--- src/rtl/uart_tx.sv ---
// ============================================================================
// Module      : uart_tx
// Description : UART transmitter with TX FIFO, configurable framing and a
//               registered FIFO watermark flag.
// Revision    : 1.0 - initial release
// ============================================================================
`default_nettype none

module uart_tx #(
    parameter int FIFO_DEPTH = 16
) (
    input  logic       clk,
    input  logic       rst,
    input  logic       i_parity,
    input  logic [1:0] i_data_bits,
    input  logic       i_stop_bits,
    input  logic       i_use_parity,
    input  logic [2:0] i_threshold_value,
    output logic       o_threshold,
    input  logic       i_fifo_clear,
    input  logic       i_fifo_wr_en,
    input  logic [7:0] i_fifo_wr_data,
    output logic       o_fifo_full,
    output logic       o_fifo_empty,
    input  logic       i_tx_strb,
    output logic       o_tx_strb_en,
    output logic       o_uart_tx,
    output logic       o_busy,
    output logic       o_overflow_error
);

    localparam int c_PTR_W = $clog2(FIFO_DEPTH);
    localparam int c_LVL_W = c_PTR_W + 1;

    typedef enum logic [2:0] {
        S_IDLE   = 3'd0,
        S_START  = 3'd1,
        S_DATA   = 3'd2,
        S_PARITY = 3'd3,
        S_STOP0  = 3'd4,
        S_STOP1  = 3'd5
    } state_t;

    logic [7:0]         r_mem [FIFO_DEPTH];
    logic [c_PTR_W-1:0] r_wr_ptr;
    logic [c_PTR_W-1:0] r_rd_ptr;
    logic [c_LVL_W-1:0] r_level;
    logic               r_overflow;
    logic [3:0]         r_watermark;
    logic               r_threshold;

    state_t     r_state;
    logic [7:0] r_shift;
    logic [2:0] r_bit_cnt;
    logic       r_parity_acc;
    logic [1:0] r_cfg_data_bits;
    logic       r_cfg_use_parity;
    logic       r_cfg_stop_bits;
    logic       r_tx;
    logic       r_strb_en;

    logic       w_full;
    logic       w_empty;
    logic       w_push;
    logic       w_pop;
    logic [3:0] w_watermark;
    logic [2:0] w_last_idx;
    state_t     w_state_nxt;
    logic [7:0] w_shift_nxt;
    logic [2:0] w_bit_cnt_nxt;
    logic       w_parity_acc_nxt;
    logic       w_tx_nxt;

    assign w_full  = (r_level == c_LVL_W'(FIFO_DEPTH));
    assign w_empty = (r_level == '0);
    // Full is judged before any same-cycle pop, so a write while full is lost.
    assign w_push  = i_fifo_wr_en & ~w_full & ~i_fifo_clear;

    always_ff @(posedge clk) begin
        if (w_push) begin
            r_mem[r_wr_ptr] <= i_fifo_wr_data;
        end
    end

    always_ff @(posedge clk) begin
        if (rst) begin
            r_wr_ptr <= '0;
            r_rd_ptr <= '0;
            r_level  <= '0;
        end else if (i_fifo_clear) begin
            r_wr_ptr <= '0;
            r_rd_ptr <= '0;
            r_level  <= '0;
        end else begin
            if (w_push) begin
                r_wr_ptr <= r_wr_ptr + c_PTR_W'(1);
            end
            if (w_pop) begin
                r_rd_ptr <= r_rd_ptr + c_PTR_W'(1);
            end
            case ({w_push, w_pop})
                2'b10:   r_level <= r_level + c_LVL_W'(1);
                2'b01:   r_level <= r_level - c_LVL_W'(1);
                default: r_level <= r_level;
            endcase
        end
    end

    always_comb begin
        w_watermark = 4'd15;
        case (i_threshold_value)
            3'd0:    w_watermark = 4'd1;
            3'd1:    w_watermark = 4'd2;
            3'd2:    w_watermark = 4'd4;
            3'd3:    w_watermark = 4'd8;
            3'd4:    w_watermark = 4'd10;
            3'd5:    w_watermark = 4'd12;
            3'd6:    w_watermark = 4'd14;
            default: w_watermark = 4'd15;
        endcase
    end

    always_ff @(posedge clk) begin
        if (rst) begin
            r_overflow  <= 1'b0;
            r_watermark <= 4'd1;
            r_threshold <= 1'b0;
        end else begin
            r_overflow  <= i_fifo_wr_en & w_full & ~i_fifo_clear;
            r_watermark <= w_watermark;
            r_threshold <= (32'(r_level) <= 32'(r_watermark));
        end
    end

    assign w_last_idx = 3'd4 + {1'b0, r_cfg_data_bits};

    always_comb begin
        w_state_nxt      = r_state;
        w_shift_nxt      = r_shift;
        w_bit_cnt_nxt    = r_bit_cnt;
        w_parity_acc_nxt = r_parity_acc;
        w_tx_nxt         = r_tx;
        w_pop            = 1'b0;
        case (r_state)
            S_IDLE: begin
                w_tx_nxt = 1'b1;
                if (!w_empty && !i_fifo_clear) begin
                    w_pop            = 1'b1;
                    w_shift_nxt      = r_mem[r_rd_ptr];
                    w_bit_cnt_nxt    = 3'd0;
                    w_parity_acc_nxt = i_parity;
                    w_tx_nxt         = 1'b0;
                    w_state_nxt      = S_START;
                end
            end
            S_START: begin
                if (i_tx_strb) begin
                    w_tx_nxt    = r_shift[0];
                    w_state_nxt = S_DATA;
                end
            end
            S_DATA: begin
                if (i_tx_strb) begin
                    w_parity_acc_nxt = r_parity_acc ^ r_shift[0];
                    if (r_bit_cnt != w_last_idx) begin
                        w_shift_nxt   = r_shift >> 1;
                        w_tx_nxt      = r_shift[1];
                        w_bit_cnt_nxt = r_bit_cnt + 3'd1;
                    end else if (r_cfg_use_parity) begin
                        w_tx_nxt    = r_parity_acc ^ r_shift[0];
                        w_state_nxt = S_PARITY;
                    end else begin
                        w_tx_nxt    = 1'b1;
                        w_state_nxt = S_STOP0;
                    end
                end
            end
            S_PARITY: begin
                if (i_tx_strb) begin
                    w_tx_nxt    = 1'b1;
                    w_state_nxt = S_STOP0;
                end
            end
            S_STOP0: begin
                w_tx_nxt = 1'b1;
                if (i_tx_strb) begin
                    w_state_nxt = r_cfg_stop_bits ? S_STOP1 : S_IDLE;
                end
            end
            S_STOP1: begin
                w_tx_nxt = 1'b1;
                if (i_tx_strb) begin
                    w_state_nxt = S_IDLE;
                end
            end
            default: begin
                w_tx_nxt    = 1'b1;
                w_state_nxt = S_IDLE;
            end
        endcase
    end

    always_ff @(posedge clk) begin
        if (rst) begin
            r_state          <= S_IDLE;
            r_shift          <= '0;
            r_bit_cnt        <= '0;
            r_parity_acc     <= 1'b0;
            r_cfg_data_bits  <= '0;
            r_cfg_use_parity <= 1'b0;
            r_cfg_stop_bits  <= 1'b0;
            r_tx             <= 1'b1;
            r_strb_en        <= 1'b0;
        end else begin
            r_state      <= w_state_nxt;
            r_shift      <= w_shift_nxt;
            r_bit_cnt    <= w_bit_cnt_nxt;
            r_parity_acc <= w_parity_acc_nxt;
            r_tx         <= w_tx_nxt;
            // Dropping the enable for the one idle cycle re-phases the generator.
            r_strb_en    <= (w_state_nxt != S_IDLE);
            if (w_pop) begin
                r_cfg_data_bits  <= i_data_bits;
                r_cfg_use_parity <= i_use_parity;
                r_cfg_stop_bits  <= i_stop_bits;
            end
        end
    end

    assign o_threshold      = r_threshold;
    assign o_fifo_full      = w_full;
    assign o_fifo_empty     = w_empty;
    assign o_tx_strb_en     = r_strb_en;
    assign o_uart_tx        = r_tx;
    assign o_busy           = (r_state != S_IDLE);
    assign o_overflow_error = r_overflow;

endmodule

`default_nettype wire

--- config.mk ---
export PLATFORM = sky130hd
export DESIGN_NAME = uart_tx
export DESIGN_NICKNAME = d
export VERILOG_FILES = /design/src/rtl/uart_tx.sv
export SDC_FILE = /design/constraint.sdc
export NUM_CORES = 1
export LEC_CHECK = 0
export ABC_CLOCK_PERIOD_IN_PS = 4300
export CAP_MARGIN = 0
export CORE_ASPECT_RATIO = 2
export CORE_MARGIN = 1.5
export CORE_UTILIZATION = 35
export DETAILED_ROUTE_END_ITERATION = 10
export GPL_TIMING_DRIVEN = 0
export SKIP_LAST_GASP = 1
export SYNTH_ARGS = -nofsm -noshare
export SYNTH_HDL_FRONTEND = slang
export SYNTH_SLANG_ARGS = --single-unit
--- constraint.sdc ---
create_clock -name clk -period 4.3 [get_ports clk]
set_clock_uncertainty 0.2 [all_clocks]
set_input_delay 0.86 -clock clk [delete_from_list [all_inputs] [get_ports clk]]
set_output_delay 0.86 -clock clk [all_outputs]
set_load 0.01 [all_outputs]
# Word level (Yosys, flattened, before mapping)

Memory sizes are Yosys's and may differ from the RTL's. A register that Yosys moved wholly into a read port is not among the register bits.
Index checks and enable logic that the tools add are counted.

Output and inout port bits: 7
RAM bits: 128
Register bits after elaboration: 40
Memories: 1
Bits in read-only memories: 0
Bits in latches: 0
Input bits: 21

Multipliers: 0
Add/subtract/negate cells: 6
Bitwise gates (word level): 7
Magnitude comparators: 1
Div/mod/pow operators: 0
Mux-type cells: 36
Eq/ne operators: 20
Shifts and indexed selects: 0
Reduce and logical (&&, ||, !) cells: 14

Memory list:

| memory | words | width | rd ports | clocked after Yosys merged registers in | write ports | line | RTL |
|---|---|---|---|---|---|---|---|
| r_mem  | 16    | 8     | 1        | 1                                       | 1           | 44   | `logic [7:0] r_mem [FIFO_DEPTH];` |

Operators by type and width:

| kind                                                               | count |
|---|---|
| 3-bit two-way mux                                                  | 12 |
| 4-bit one-hot mux with 7 select lines                              | 1 |
| 8-bit two-way mux                                                  | 3 |
| 3-bit one-hot mux with 6 select lines                              | 1 |
| 8-bit one-hot mux with 2 select lines                              | 1 |
| 3-bit == test, second input constant                               | 5 |
| 3-bit by 2-bit == test with 1-bit output, second input constant    | 4 |
| 1-bit two-way mux                                                  | 12 |
| 2-bit inequality test, second input constant                       | 5 |
| 5-bit one-hot mux with 2 select lines                              | 1 |
| 4-bit by 1-bit adder with 4-bit output, second input constant      | 2 |
| 4-bit two-way mux                                                  | 2 |
| 3-bit by 1-bit == test with 1-bit output, second input constant    | 2 |
| 3-bit zero test                                                    | 2 |
| 3-bit one-hot mux with 2 select lines                              | 1 |
| 3-bit AND reduction                                                | 2 |
| 3-bit nonzero test                                                 | 2 |
| 5-bit by 1-bit adder with 5-bit output, second input constant      | 1 |
| 5-bit == test, second input constant                               | 1 |
| 5-bit by 4-bit <= comparator with 1-bit output                     | 1 |
| 5-bit zero test                                                    | 1 |
| 5-bit by 1-bit subtractor with 5-bit output, second input constant | 1 |
| 1-bit AND                                                          | 4 |
| 1-bit one-hot mux with 4 select lines                              | 1 |
| 13 further kinds                                                   | 16 |

# Depth between registers and ports, before layout

Gate-level depths: netlist of the first run.

Depth in word-level cells: 7
Gate-level depth with buffers: 13

# Worst setup path before layout of the first run

OpenSTA, ideal clock, no wires.

Kind: input to register
From: input port i_fifo_clear
To: register r_level[4]
Setup time: 0.070 ns
Data arrival time: 3.041 ns
Path slack: 0.989 ns
Stages: 12
Buffers on the path: 1
Cell sequence: nor4_2 > o21ai_4 > inv_4 > buf_2 > ha_1 > xor2_1 > ha_1 > a211o_1 > a21oi_1 > a221oi_1 > or3_1 > a21oi_1

Word-level cells in the longest chain between the ends: 6

Ends and longest elaborated chain:

| element                                                                            | line | RTL |
|---|---|---|
| start, declared                                                                    | 20   | `input logic i_fifo_clear,` |
| 1-bit zero test                                                                    | 147  | `if (!w_empty && !i_fifo_clear) begin` |
| 1-bit logical AND                                                                  | 147  |  |
| 1-bit two-way mux                                                                  | 147  |  |
| 1-bit two-way mux                                                                  | 144  | `case (r_state)` |
| 2-bit by 1-bit == test with 1-bit output / 2-bit == test (equally long branches)   | 101  | `case ({w_push, w_pop})` |
| 5-bit one-hot mux with 2 select lines / 2-bit nonzero test (equally long branches) | -    |  |
| end signal, assigned                                                               | 102  | `2'b10: r_level <= r_level + c_LVL_W'(1);` |
| end signal, assigned                                                               | 103  | `2'b01: r_level <= r_level - c_LVL_W'(1);` |
| end signal, assigned                                                               | 104  | `default: r_level <= r_level;` |
| end, declared                                                                      | 47   | `logic [c_LVL_W-1:0] r_level;` |

Several ways; a longest one is shown, not always the timed one.
A chain may end at the register's enable or synchronous reset.

# Final worst setup path of the first run

Ends and elaborated chain as after synthesis.

==> Flow_metrics.wiki, run 1 <==
{| class="wikitable"
! Metric !! Value
|-
| Status || finished clean
|-
| Largest net degree at the start of global routing || 17
|-
| Clock latency reported for the late side of the worst-skew pair || approximately 0.43 ns
|-
| Max FO, Critical Path || 11
|-
| Worst Tran Pin Value || 1.25 ns
|-
| Routed wire per std cell || 19.1 um
|-
| Antenna diode instance count || 0
|-
| Sum of negative setup slack || 0 ns
|-
| Maximum resistive drop on vdd || 286 uV
|-
| Count of port buffers added during placement || 26
|-
| Number of DRC violations after detailed routing || 0
|-
| Die ar. || 21500 um^2
|-
| IO Count || 28
|-
| CTS clock-pin slew for the worst setup and hold paths || 0.07 ns
|-
| Sinks on the clock net || 172
|-
| Final-report hold violation count || 0
|-
| Total number of nets in the final design || 571
|-
| Tmin final || 3.86 ns
|-
| Startpoint Class || input pin
|-
| Number of nets with antenna violations after routing || 0
|-
| Initial cell density of the core || 0.355
|-
| Max clock buf depth || 2
|-
| Power Total || 3370 uW
|-
| Total of warnings raised by yosys || 0
|-
| Crit share post-route || 0.899
|-
| Post-cts sizing count || 0
|-
| Max Cap Viol || 0
|-
| Share of the yosys chip area belonging to registers || 0.657
|-
| Final-report max-slew violation count || 0
|-
| Yosys reg bits || 172
|-
| Final weighted congestion of routability-driven global placement || roughly 0.86
|-
| Area delta synth->final || 15.9%
|-
| Master cell of the clock root buffer || sky130_fd_sc_hd__clkbuf_16
|-
| Aggregate global routing overflow || 0
|-
| Max Clock Freq || 0.259 GHz
|-
| Cell count after synthesis || 490
|-
| Synthesized net count || 525
|-
| Width of the die || approximately 100 um
|-
| Via count || 4135
|-
| Initial DRC count || 226
|-
| Count of endpoints failing setup in the final report || 0
|-
| Hold Crit Class || flop to flop
|-
| HPWL Detailed || 11400 um
|-
| Routed Wire Length || 15500 um
|-
| First-pass GRT wire length || 24400 um
|-
| Data arrival time of the critical path || slightly above 4 ns
|-
| Leak || 0.00269 uW
|-
| Primary flip-flop cell chosen by synthesis mapping || sky130_fd_sc_hd__edfxtp_1
|-
| Num CTS Buffers || 17
|-
| Die Span Y || 206 um
|-
| Proportion of register bits with asynchronous set or reset after synthesis || 0
|-
| Number of optimization iterations in the first detailed-route pass || 5
|-
| Slew HR || 0.161
|-
| Worst reg-to-reg setup slack || 0.66 ns
|-
| Worst slack on hold paths || 0.262 ns
|-
| Detail-routed via count per cell || between 5 and 6
|-
| H-tree lvl count || 4
|-
| Via count of the first global-routing pass || 4426
|-
| Number of antenna violations at the first check in global routing || 0
|-
| P per Cell Area || about 400 nW/um^2
|-
| Avg Inst Size Synth || 14.7 um^2
|-
| Type of element capturing the critical path || flop
|-
| Global-route total usage across every layer || 0.154
|-
| Number of enable flip-flop cells after synthesis || 128
|-
| Fraction of layout instances using a drive strength above 1 || 0.179
|-
| Core ar. || 20300 um^2
|-
| Critical path required time || 4.46 ns
|-
| Clock tree from TritonCTS || done
|-
| Netlist area before placement || between 7000 and 8000 um^2
|-
| Post CTS Setup Buffer Count || 0
|-
| Worst setup slack after layout || 0.436 ns
|-
| Hold buffer count at CTS || 0
|-
| Post-synth cell types || 55
|-
| Kind of critical path || input pin to flop
|-
| Pre-CTS WS || -0.0352 ns
|-
| Count of standard-cell rows || 74
|-
| Setup repair after global routing missed its margin || no
|}
cell usage after synthesis (8+ instances only):
library cell               number  area share
sky130_fd_sc_hd__mux2_2         9       0.014
sky130_fd_sc_hd__xor2_1         8      0.0097
sky130_fd_sc_hd__dfxtp_1       44        0.12
sky130_fd_sc_hd__a21oi_2        9       0.011
sky130_fd_sc_hd__nor3_1        11      0.0077
sky130_fd_sc_hd__edfxtp_1     128        0.53
sky130_fd_sc_hd__a211o_1        8      0.0097
sky130_fd_sc_hd__mux2i_1       11       0.015
sky130_fd_sc_hd__inv_1         13      0.0068
sky130_fd_sc_hd__a221oi_1       9       0.011
sky130_fd_sc_hd__nor2_1        42       0.022
sky130_fd_sc_hd__clkbuf_1      12      0.0063
sky130_fd_sc_hd__mux4_2        25       0.078
sky130_fd_sc_hd__nand2_1       35       0.018
sky130_fd_sc_hd__buf_2          9      0.0063
sky130_fd_sc_hd__ha_1          14       0.024
sky130_fd_sc_hd__a21oi_1       16       0.011
sky130_fd_sc_hd__o211ai_1       8      0.0084
layout by cell type (no fill, tap or decap), types with 6 or more instances in the layout:
| master | Yosys | layout |
|---|---|---|
| sky130_fd_sc_hd__edfxtp_1 | 128 | 128 |
| sky130_fd_sc_hd__dfxtp_1 | 44 | 44 |
| sky130_fd_sc_hd__nor2_1 | 42 | 42 |
| sky130_fd_sc_hd__nand2_1 | 35 | 35 |
| sky130_fd_sc_hd__clkdlybuf4s50_1 | 0 | 26 |
| sky130_fd_sc_hd__mux4_2 | 25 | 25 |
| sky130_fd_sc_hd__clkbuf_16 | 0 | 17 |
| sky130_fd_sc_hd__a21oi_1 | 16 | 16 |
| sky130_fd_sc_hd__ha_1 | 14 | 14 |
| sky130_fd_sc_hd__inv_1 | 13 | 13 |
| sky130_fd_sc_hd__clkbuf_1 | 12 | 13 |
| sky130_fd_sc_hd__nor3_1 | 11 | 11 |
| sky130_fd_sc_hd__mux2i_1 | 11 | 11 |
| sky130_fd_sc_hd__buf_2 | 9 | 9 |
| sky130_fd_sc_hd__a21oi_2 | 9 | 9 |
| sky130_fd_sc_hd__mux2_2 | 9 | 9 |
| sky130_fd_sc_hd__a221oi_1 | 9 | 9 |
| sky130_fd_sc_hd__xor2_1 | 8 | 8 |
| sky130_fd_sc_hd__o211ai_1 | 8 | 8 |
| sky130_fd_sc_hd__a211o_1 | 8 | 8 |
| sky130_fd_sc_hd__xnor2_1 | 7 | 7 |
| sky130_fd_sc_hd__a2bb2oi_1 | 7 | 7 |
| sky130_fd_sc_hd__nand2b_1 | 6 | 6 |
cells by family (layout without fill, tap and decap cells):
family / after synthesis / count (layout) / share of synthesized area
flops: 172 / 172 / 0.657
buf+inv: 43 / 102 / 0.0265
simple gates: 119 / 119 / 0.0792
xor+xnor: 16 / 16 / 0.0205
mux: 45 / 45 / 0.108
fa+ha+maj: 14 / 14 / 0.0244
compound gates: 81 / 81 / 0.0846
report_power, final:
part	switching, uW	leakage [uW]	internal (uW)	total (uW)
sequential	9.11	0.00151	1800	1810
clock	664	0.000266	751	1410
combinational	87.9	0.000917	60.6	149
flip-flops by register name (all words and copies together) (netlist names), named ones only:
| name | count |
|---|---|
| r_cfg_use_parity | 1 |
| o_tx_strb_en | 1 |
| o_uart_tx | 1 |
| r_cfg_data_bits | 2 |
| r_mem | 128 |
| r_state | 3 |
| r_bit_cnt | 3 |
| o_overflow_error | 1 |
| r_shift | 8 |
| r_rd_ptr | 4 |
| o_threshold | 1 |
| r_parity_acc | 1 |
| r_cfg_stop_bits | 1 |
| r_watermark | 4 |
| r_level | 5 |
| r_wr_ptr | 4 |
critical path, stage by stage:
cell and delay (ns):
sky130_fd_sc_hd__clkdlybuf4s50_1 0.55, sky130_fd_sc_hd__nor4_2 0.31, sky130_fd_sc_hd__o21ai_4 0.19, sky130_fd_sc_hd__inv_4 0.15, sky130_fd_sc_hd__buf_2 0.28, sky130_fd_sc_hd__ha_1 0.38
sky130_fd_sc_hd__xor2_1 0.11, sky130_fd_sc_hd__ha_1 0.23, sky130_fd_sc_hd__a211o_1 0.28, sky130_fd_sc_hd__a21oi_1 0.14, sky130_fd_sc_hd__a221oi_1 0.08, sky130_fd_sc_hd__or3_1 0.31
sky130_fd_sc_hd__a21oi_1 0.15
final timing paths:
kind | start | to | cells past startpoint
min | r_cfg_stop_bits | r_cfg_stop_bits | 2
max reg2reg | r_level[1] | r_level[4] | 13
min reg2reg | r_cfg_stop_bits | r_cfg_stop_bits | 2
max | i_fifo_clear | r_level[4] | 13
cell type report:
class / instances / area [um^2]
Buffer: 26 / 124
Clock buffer: 18 / 429
Clock inverter: 14 / 116
Fill cell: 1823 / 11900
Inverter: 17 / 66.3
Multi-Input combinational cell: 275 / 2270
Sequential cell: 172 / 4720
Tap cell: 266 / 333
Timing Repair Buffer: 27 / 268
stage by stage:
step                      area, um^2  instances   util
after floorplan                 7190        490      -
after global placement          7780        782  0.384
after detailed placement        7780        782  0.384
after CTS                       8330        814  0.411
after global routing            8340        815  0.411
final                           8340        815  0.411
metal layers:
metal	GRT usage	part of all wire
met1	0.142	0.35
met2	0.303	0.58
met3	0.0295	0.024
met4	0.0962	0.046
met5	0	0
Power figures use the tool's default switching activity.
==> inputs of run 2 (changes only) <==
--- a/config.mk
+++ b/config.mk
@@ -7,8 +7,7 @@
 export LEC_CHECK = 0
 export ABC_CLOCK_PERIOD_IN_PS = 4300
 export CAP_MARGIN = 0
-export CORE_ASPECT_RATIO = 2
-export CORE_MARGIN = 1.5
+export CORE_ASPECT_RATIO = 0.6
 export CORE_UTILIZATION = 35
 export DETAILED_ROUTE_END_ITERATION = 10
 export GPL_TIMING_DRIVEN = 0
==> run 2 against run 1 <==
  * Global-route usage increased by 0.82 points
  * First-iteration DRC count increased by 53%
  * Sequential power about the same
  * Sequential share of layout area decreased by 0.55 points
  * Flip-flop and latch count did not move
  * Clock power increased by 13%
  * Non-clock buffer count did not move
  * Utilization rose by 0.83 points
  * Critical path depth did not move
  * Die area is 1.5% lower
  * Final area rose by 0.98%
  * Fmax fell by 4.4%
==> Flow_metrics.wiki, run 2 (synthesis gave the netlist of run 1 again) <==
{| class="wikitable"
! Metric !! Value
|-
| Max Clock Freq || 0.247 GHz (was 0.259 GHz)
|-
| Min-Delay Startpoint || r_shift[3] (was r_cfg_stop_bits)
|-
| Worst setup slack after layout || 0.259 ns (was 0.436 ns)
|-
| Post CTS Setup Buffer Count || 0 (unchanged)
|-
| Final-report max-slew violation count || 0 (unchanged)
|-
| Sum of negative setup slack || 0 ns (unchanged)
|-
| Hold buffer count at CTS || 0 (unchanged)
|-
| Most common library cell in the layout ignoring fill and taps || sky130_fd_sc_hd__edfxtp_1 (unchanged)
|-
| Net load switching power || 777 uW (was 761 uW)
|-
| Largest net degree at the start of global routing || 17 (unchanged)
|-
| Startpoint Class || input pin (unchanged)
|-
| Global-route layer with the greatest usage || met1 (was met2)
|-
| Hold Path Cell Cnt || 2 (unchanged)
|-
| Maximum resistive drop on vdd || 291 uV (was 286 uV)
|-
| Number of flip-flops in the largest register || 128 (unchanged)
|-
| Tmin final || 4.04 ns (was 3.86 ns)
|-
| Worst slack on hold paths || 0.260 ns (was 0.262 ns)
|-
| Portion of total power attributed to combinational logic || 0.044 (about the same)
|-
| Leak || 0.00274 uW (was 0.00269 uW)
|-
| Number of DRC violations after detailed routing || 0 (unchanged)
|-
| Endpoint with the worst hold slack || r_shift[3] (was r_cfg_stop_bits)
|-
| Most used cells in the layout excluding fill and tap cells || sky130_fd_sc_hd__edfxtp_1, sky130_fd_sc_hd__dfxtp_1, sky130_fd_sc_hd__nor2_1, sky130_fd_sc_hd__nand2_1, sky130_fd_sc_hd__clkdlybuf4s50_1 (unchanged)
|-
| Final-report hold violation count || 0 (unchanged)
|-
| Top register by number of flip-flops || r_mem (unchanged)
|-
| Length in cells of the worst reg-to-reg path || 13 (unchanged)
|-
| Hold Crit Class || flop to flop (unchanged)
|-
| Detail-routed via count per cell || 5.25 (was 5.07)
|-
| Origin of the critical flop-to-flop path || r_level[1] (unchanged)
|-
| Core ar. || 20100 um^2 (was 20300 um^2)
|-
| Initial cell density of the core || 0.358 (was 0.355)
|-
| Die ar. || 21100 um^2 (was 21500 um^2)
|-
| Cell Area, Placed || 7790 um^2 (was 7780 um^2)
|-
| Crit share post-route || 0.940 (was 0.899)
|-
| Largest registers in the final layout || r_mem: 128 flops, r_shift: 8 flops, r_level: 5 flops (unchanged)
|-
| Number of fill cells in the layout || 1765 (was 1823)
|-
| Setup repair after global routing missed its margin || no (unchanged)
|-
| Number of antenna violations at the first check in global routing || 0 (unchanged)
|-
| Critical path required time || 4.45 ns (was 4.46 ns)
|-
| Switching power as a share of total power || 0.218 (was 0.226)
|-
| Pre-CTS WS || -0.0894 ns (was -0.0352 ns)
|-
| Seq pwr share || 0.507 (was 0.536)
|-
| First-pass GRT wire length || 24800 um (was 24400 um)
|-
| Status || finished clean (unchanged)
|-
| Sinks on the clock net || 172 (unchanged)
|-
| Part of the power in the clock network || 0.449 (was 0.420)
|-
| Fraction of layout instances using a drive strength above 1 || 0.188 (was 0.179)
|-
| IO Count || 28 (unchanged)
|-
| Internal Power || 2780 uW (was 2610 uW)
|-
| Routed Wire Length || 16500 um (was 15500 um)
|-
| HPWL Detailed || 11500 um (was 11400 um)
|-
| Width of the die || 187 um (was 104 um)
|-
| CTS clock-pin slew for the worst setup and hold paths || 0.07 ns (about the same)
|-
| Cell area after layout || 8420 um^2 (was 8340 um^2)
|-
| M3 GR Usage || 0.0459 (was 0.0295)
|-
| Type of element capturing the critical path || flop (unchanged)
|-
| P per Cell Area || 423 nW/um^2 (was 404 nW/um^2)
|-
| Max FO, Critical Path || 11 (unchanged)
|-
| Clock tree from TritonCTS || done (unchanged)
|-
| Global-route total usage across every layer || 0.162 (was 0.154)
|-
| Post-cts sizing count || 0 (unchanged)
|-
| Total number of nets in the final design || 571 (unchanged)
|-
| Count of standard-cell rows || 40 (was 74)
|-
| Die Span Y || 113 um (was 206 um)
|-
| Worst reg-to-reg setup slack || 0.54 ns (was 0.66 ns)
|-
| Count of port buffers added during placement || 26 (unchanged)
|-
| Antenna diode instance count || 0 (unchanged)
|-
| Number of optimization iterations in the first detailed-route pass || 5 (unchanged)
|-
| Max Cap Viol || 0 (unchanged)
|-
| Kind of critical path || input pin to flop (unchanged)
|-
| Aggregate global routing overflow || 0 (unchanged)
|-
| Count of endpoints failing setup in the final report || 0 (unchanged)
|-
| Routed wire per std cell || 20.0 um (was 19.1 um)
|-
| Critical R2R Capture || r_level[4] (unchanged)
|-
| Via count of the first global-routing pass || 4215 (was 4426)
|-
| Via count || 4315 (was 4135)
|-
| Slew HR || 0.167 (was 0.161)
|-
| Initial DRC count || 345 (was 226)
|-
| Worst Tran Pin Value || 1.24 ns (was 1.25 ns)
|-
| GR Layer Usage met2 || 0.219 (was 0.303)
|-
| Number of nets with antenna violations after routing || 0 (unchanged)
|-
| H-tree lvl count || 4 (unchanged)
|-
| Clock latency reported for the late side of the worst-skew pair || 0.42 ns (was 0.43 ns)
|-
| Max clock buf depth || 2 (unchanged)
|-
| Num CTS Buffers || 17 (unchanged)
|-
| Master cell of the clock root buffer || sky130_fd_sc_hd__clkbuf_16 (unchanged)
|-
| GRT met1 Usage || 0.252 (was 0.142)
|-
| Area delta synth->final || 17.1% (was 15.9%)
|-
| Data arrival time of the critical path || 4.20 ns (was 4.03 ns)
|-
| Final weighted congestion of routability-driven global placement || 0.788 (was 0.861)
|}
run 2: cell count changes in the layout (fill, tap and decap cells not counted), moves of 2 or more:
cell | previous run | this run
sky130_fd_sc_hd__clkinv_4 | 4 | 1
sky130_fd_sc_hd__nor3_2 | 0 | 2
sky130_fd_sc_hd__bufinv_16 | 0 | 3
sky130_fd_sc_hd__nor3_1 | 11 | 9
sky130_fd_sc_hd__clkinv_1 | 2 | 0
sky130_fd_sc_hd__clkinv_2 | 2 | 4
run 2: layout make-up:
cell class	count	area [um^2]	area share
clock buffers	17	425	0.0505
plain buffers	26	124	0.0147
inverters	17	66.3	0.00788
clock inverters	15	185	0.0220
multi-input cells	275	2280	0.271
repair buffers	27	265	0.0315
well taps	273	342	0.0406
flip-flops and latches	172	4720	0.561
run 2: power groups by stage:
stage / combinational, uW / clock (uW) / sequential (uW)
after floorplan: 80.2 / 0 / 1840
after global placement: 148 / 0 / 1840
after CTS: 155 / 1620 / 1810
after global routing: 169 / 1690 / 1810
after detailed placement: 154 / 0 / 1840
final: 156 / 1600 / 1810
run 2: critical path: stages:
cell	delay, ns
sky130_fd_sc_hd__clkdlybuf4s50_1	0.56
sky130_fd_sc_hd__nor4_2	0.34
sky130_fd_sc_hd__o21ai_4	0.19
sky130_fd_sc_hd__inv_4	0.14
sky130_fd_sc_hd__buf_2	0.34
sky130_fd_sc_hd__ha_1	0.41
sky130_fd_sc_hd__xor2_1	0.12
sky130_fd_sc_hd__ha_1	0.23
sky130_fd_sc_hd__a211o_1	0.28
sky130_fd_sc_hd__a21oi_1	0.15
sky130_fd_sc_hd__a221oi_1	0.09
sky130_fd_sc_hd__or3_1	0.32
sky130_fd_sc_hd__a21oi_1	0.15
run 2: per-stage QoR:
step	instances	util	power, uW
after global routing	822	0.419	3670
final	822	0.419	3560
after detailed placement	789	0.388	2000
after CTS	821	0.419	3580
after floorplan	490	-	1920
after global placement	789	0.388	1990
run 2: how the worst max path moves through the flow:
stage	from	end	slack, ns	cells past startpoint
finish	i_fifo_clear	r_level[4]	0.26	13
global route	i_fifo_clear	r_level[4]	0.12	13
CTS	i_fifo_clear	r_level[4]	0.34	13
detailed placement	i_fifo_clear	r_level[4]	-0.09	13
global placement	i_fifo_clear	r_level[4]	0.02	13
floorplan	i_fifo_clear	r_level[4]	0.99	12
run 2: routing by layer:
metal / vias up / wire, um
met1: 2196 / 8610
li1: 1964 / -
met4: 0 / 129
met5: - / 0
met3: 15 / 1000
met2: 140 / 6720
==> edit, RTL diff (config.mk and constraints of run 2) <==
Change the parameter `FIFO_DEPTH` from 16 to 32.
--- a/src/rtl/uart_tx.sv
+++ b/src/rtl/uart_tx.sv
@@ -7,7 +7,7 @@
 `default_nettype none
 
 module uart_tx #(
-    parameter int FIFO_DEPTH = 16
+    parameter int FIFO_DEPTH = 32
 ) (
     input  logic       clk,
     input  logic       rst,
Behaviour: same outputs for any inputs over 10 cycles, from zero or initial values and one cycle with rst high; that may be too few to reach the edited logic, so the function may still have changed.
==> edit against run 2 <==
Via count is 61% higher; maximum frequency up 14%; core utilization decreased by 0.81 points; routed wire length increased by 71%; power is 65% higher; worst setup slack better by 0.50 ns; final cell count increased by 55%; combinational power up 32%; highest routed layer is now met5; critical path type unchanged; sequential cell count increased by 132; synthesized area is 73% higher; cell area up 68%; sequential share of layout area up 5.2 points; sequential power increased by 78%; global-route usage shrank 0.54 points.
==> edit: results <==
metrics = {
    "status": {
        "status": "complete, no violations",
    },
    "global_route": {
        "grt_usage_pct": 15.69,
        "grt_pass1_wl_mm": 41.95,
        "grt_pass1_vias": 6436,
    },
    "route": {
        "wl_per_cell_um": 22.10,
        "drtIter0Drc": 590,
        "routed_via_density": 5.453,
    },
    "synth": {
        "yosys-top-cells-area": "edfxtp_1, dfxtp_1, mux4_2, mux4_1, nor2_1",
        "netlist_top_cells_count": "edfxtp_1, nor2_1, nand2_1, dfxtp_1, mux4_2",
        "ys_types": 64,
        "synth-edff-count": 256,
        "syn-num-nets": 772,
        "netlist_instances": 739,
        "ys_seq_area_share_pct": 69.71,
    },
    "timing": {
        "worst_pin_slew_ns": 1.354,
    },
    "final_layout": {
        "drive_above_1_share_pct": 13.78,
        "biggestRegsByFlops": "r_mem: 256 flops, r_shift: 8 flops, r_level: 6 flops",
    },
    "placement": {
        "placed_cell_area_um2": 13230,
        "dp.cells": 1223,
        "hpwl_mm": 18.82,
        "routabilityCongestion": 0.8193,
        "numPortBuffers": 25,
    },
    "critical_path": {
        "arrival_ns": 3.50,
    },
    "power": {
        "irDropWorstVdd_uv": 407.7,
    },
    "cts": {
        "clk_latency_ns": 0.55,
    },
}
-- edit: cell types whose count changed after synthesis, sizes merged, moves of 9 or more --
cell	run 2	this run
a221oi	9	0
a22oi	1	31
edfxtp	128	256
mux4	25	64
nand2	37	54
nand3	4	15
nor2	43	65
-- edit: cell type report --
type | count | area (um^2)
clock buffers | 39 | 770.7
flip-flops and latches | 304 | 8648
well taps | 459 | 574.3
fillers | 3061 | 20180
repair buffers | 25 | 240.2
multi-input cells | 383 | 3466
clock inverters | 10 | 112.6
inverters | 13 | 48.80
plain buffers | 39 | 242.7
-- edit: final timing paths --
path	slack, ns	end	start
hold reg to reg	0.28	r_cfg_data_bits[0]$_SDFFE_PP0P_	r_cfg_data_bits[0]$_SDFFE_PP0P_
hold / removal	0.28	r_cfg_data_bits[0]$_SDFFE_PP0P_	r_cfg_data_bits[0]$_SDFFE_PP0P_
setup reg to reg	0.92	r_level[5]$_SDFFE_PP0P_	r_state[2]$_SDFF_PP0_
setup / recovery	0.76	r_mem[21][2]$_DFFE_PP_	i_fifo_wr_en
-- edit: cell families (layout without fill, tap and decap cells) --
kind of cell               after synthesis  after routing  share of synthesized area [%]
muxes                                   71             71                          12.89
AOI/OAI and AO/OA                       94             94                          5.386
DFF                                    304            304                          69.71
buffers and inverters                   52            126                          2.350
and+or+nand+nor                        189            189                          7.252
adders and majority gates               12             12                          1.210
xor gates and xnor gates                17             17                          1.200
-- edit: report_power, final --
part	switching [mW]	internal, mW	total [mW]
Sequential	0.0112	3.21	3.22
Combinational	0.129	0.0767	0.206
Clock	1.07	1.37	2.44
-- edit: per-layer routing --
layer	GRT usage, %	up-vias	share of wire, %
met5	0	-	0.17
met4	2.688	2	1.6
met3	3.722	37	7.8
met2	20.21	297	39
met1	26.18	3567	51
li1	-	3033	-
-- edit: critical path, stage by stage --
cell and delay [ns]:
clkdlybuf4s50_1 0.57, inv_1 0.12, a311oi_2 0.62, nand2_1 0.45
nor2_1 0.88
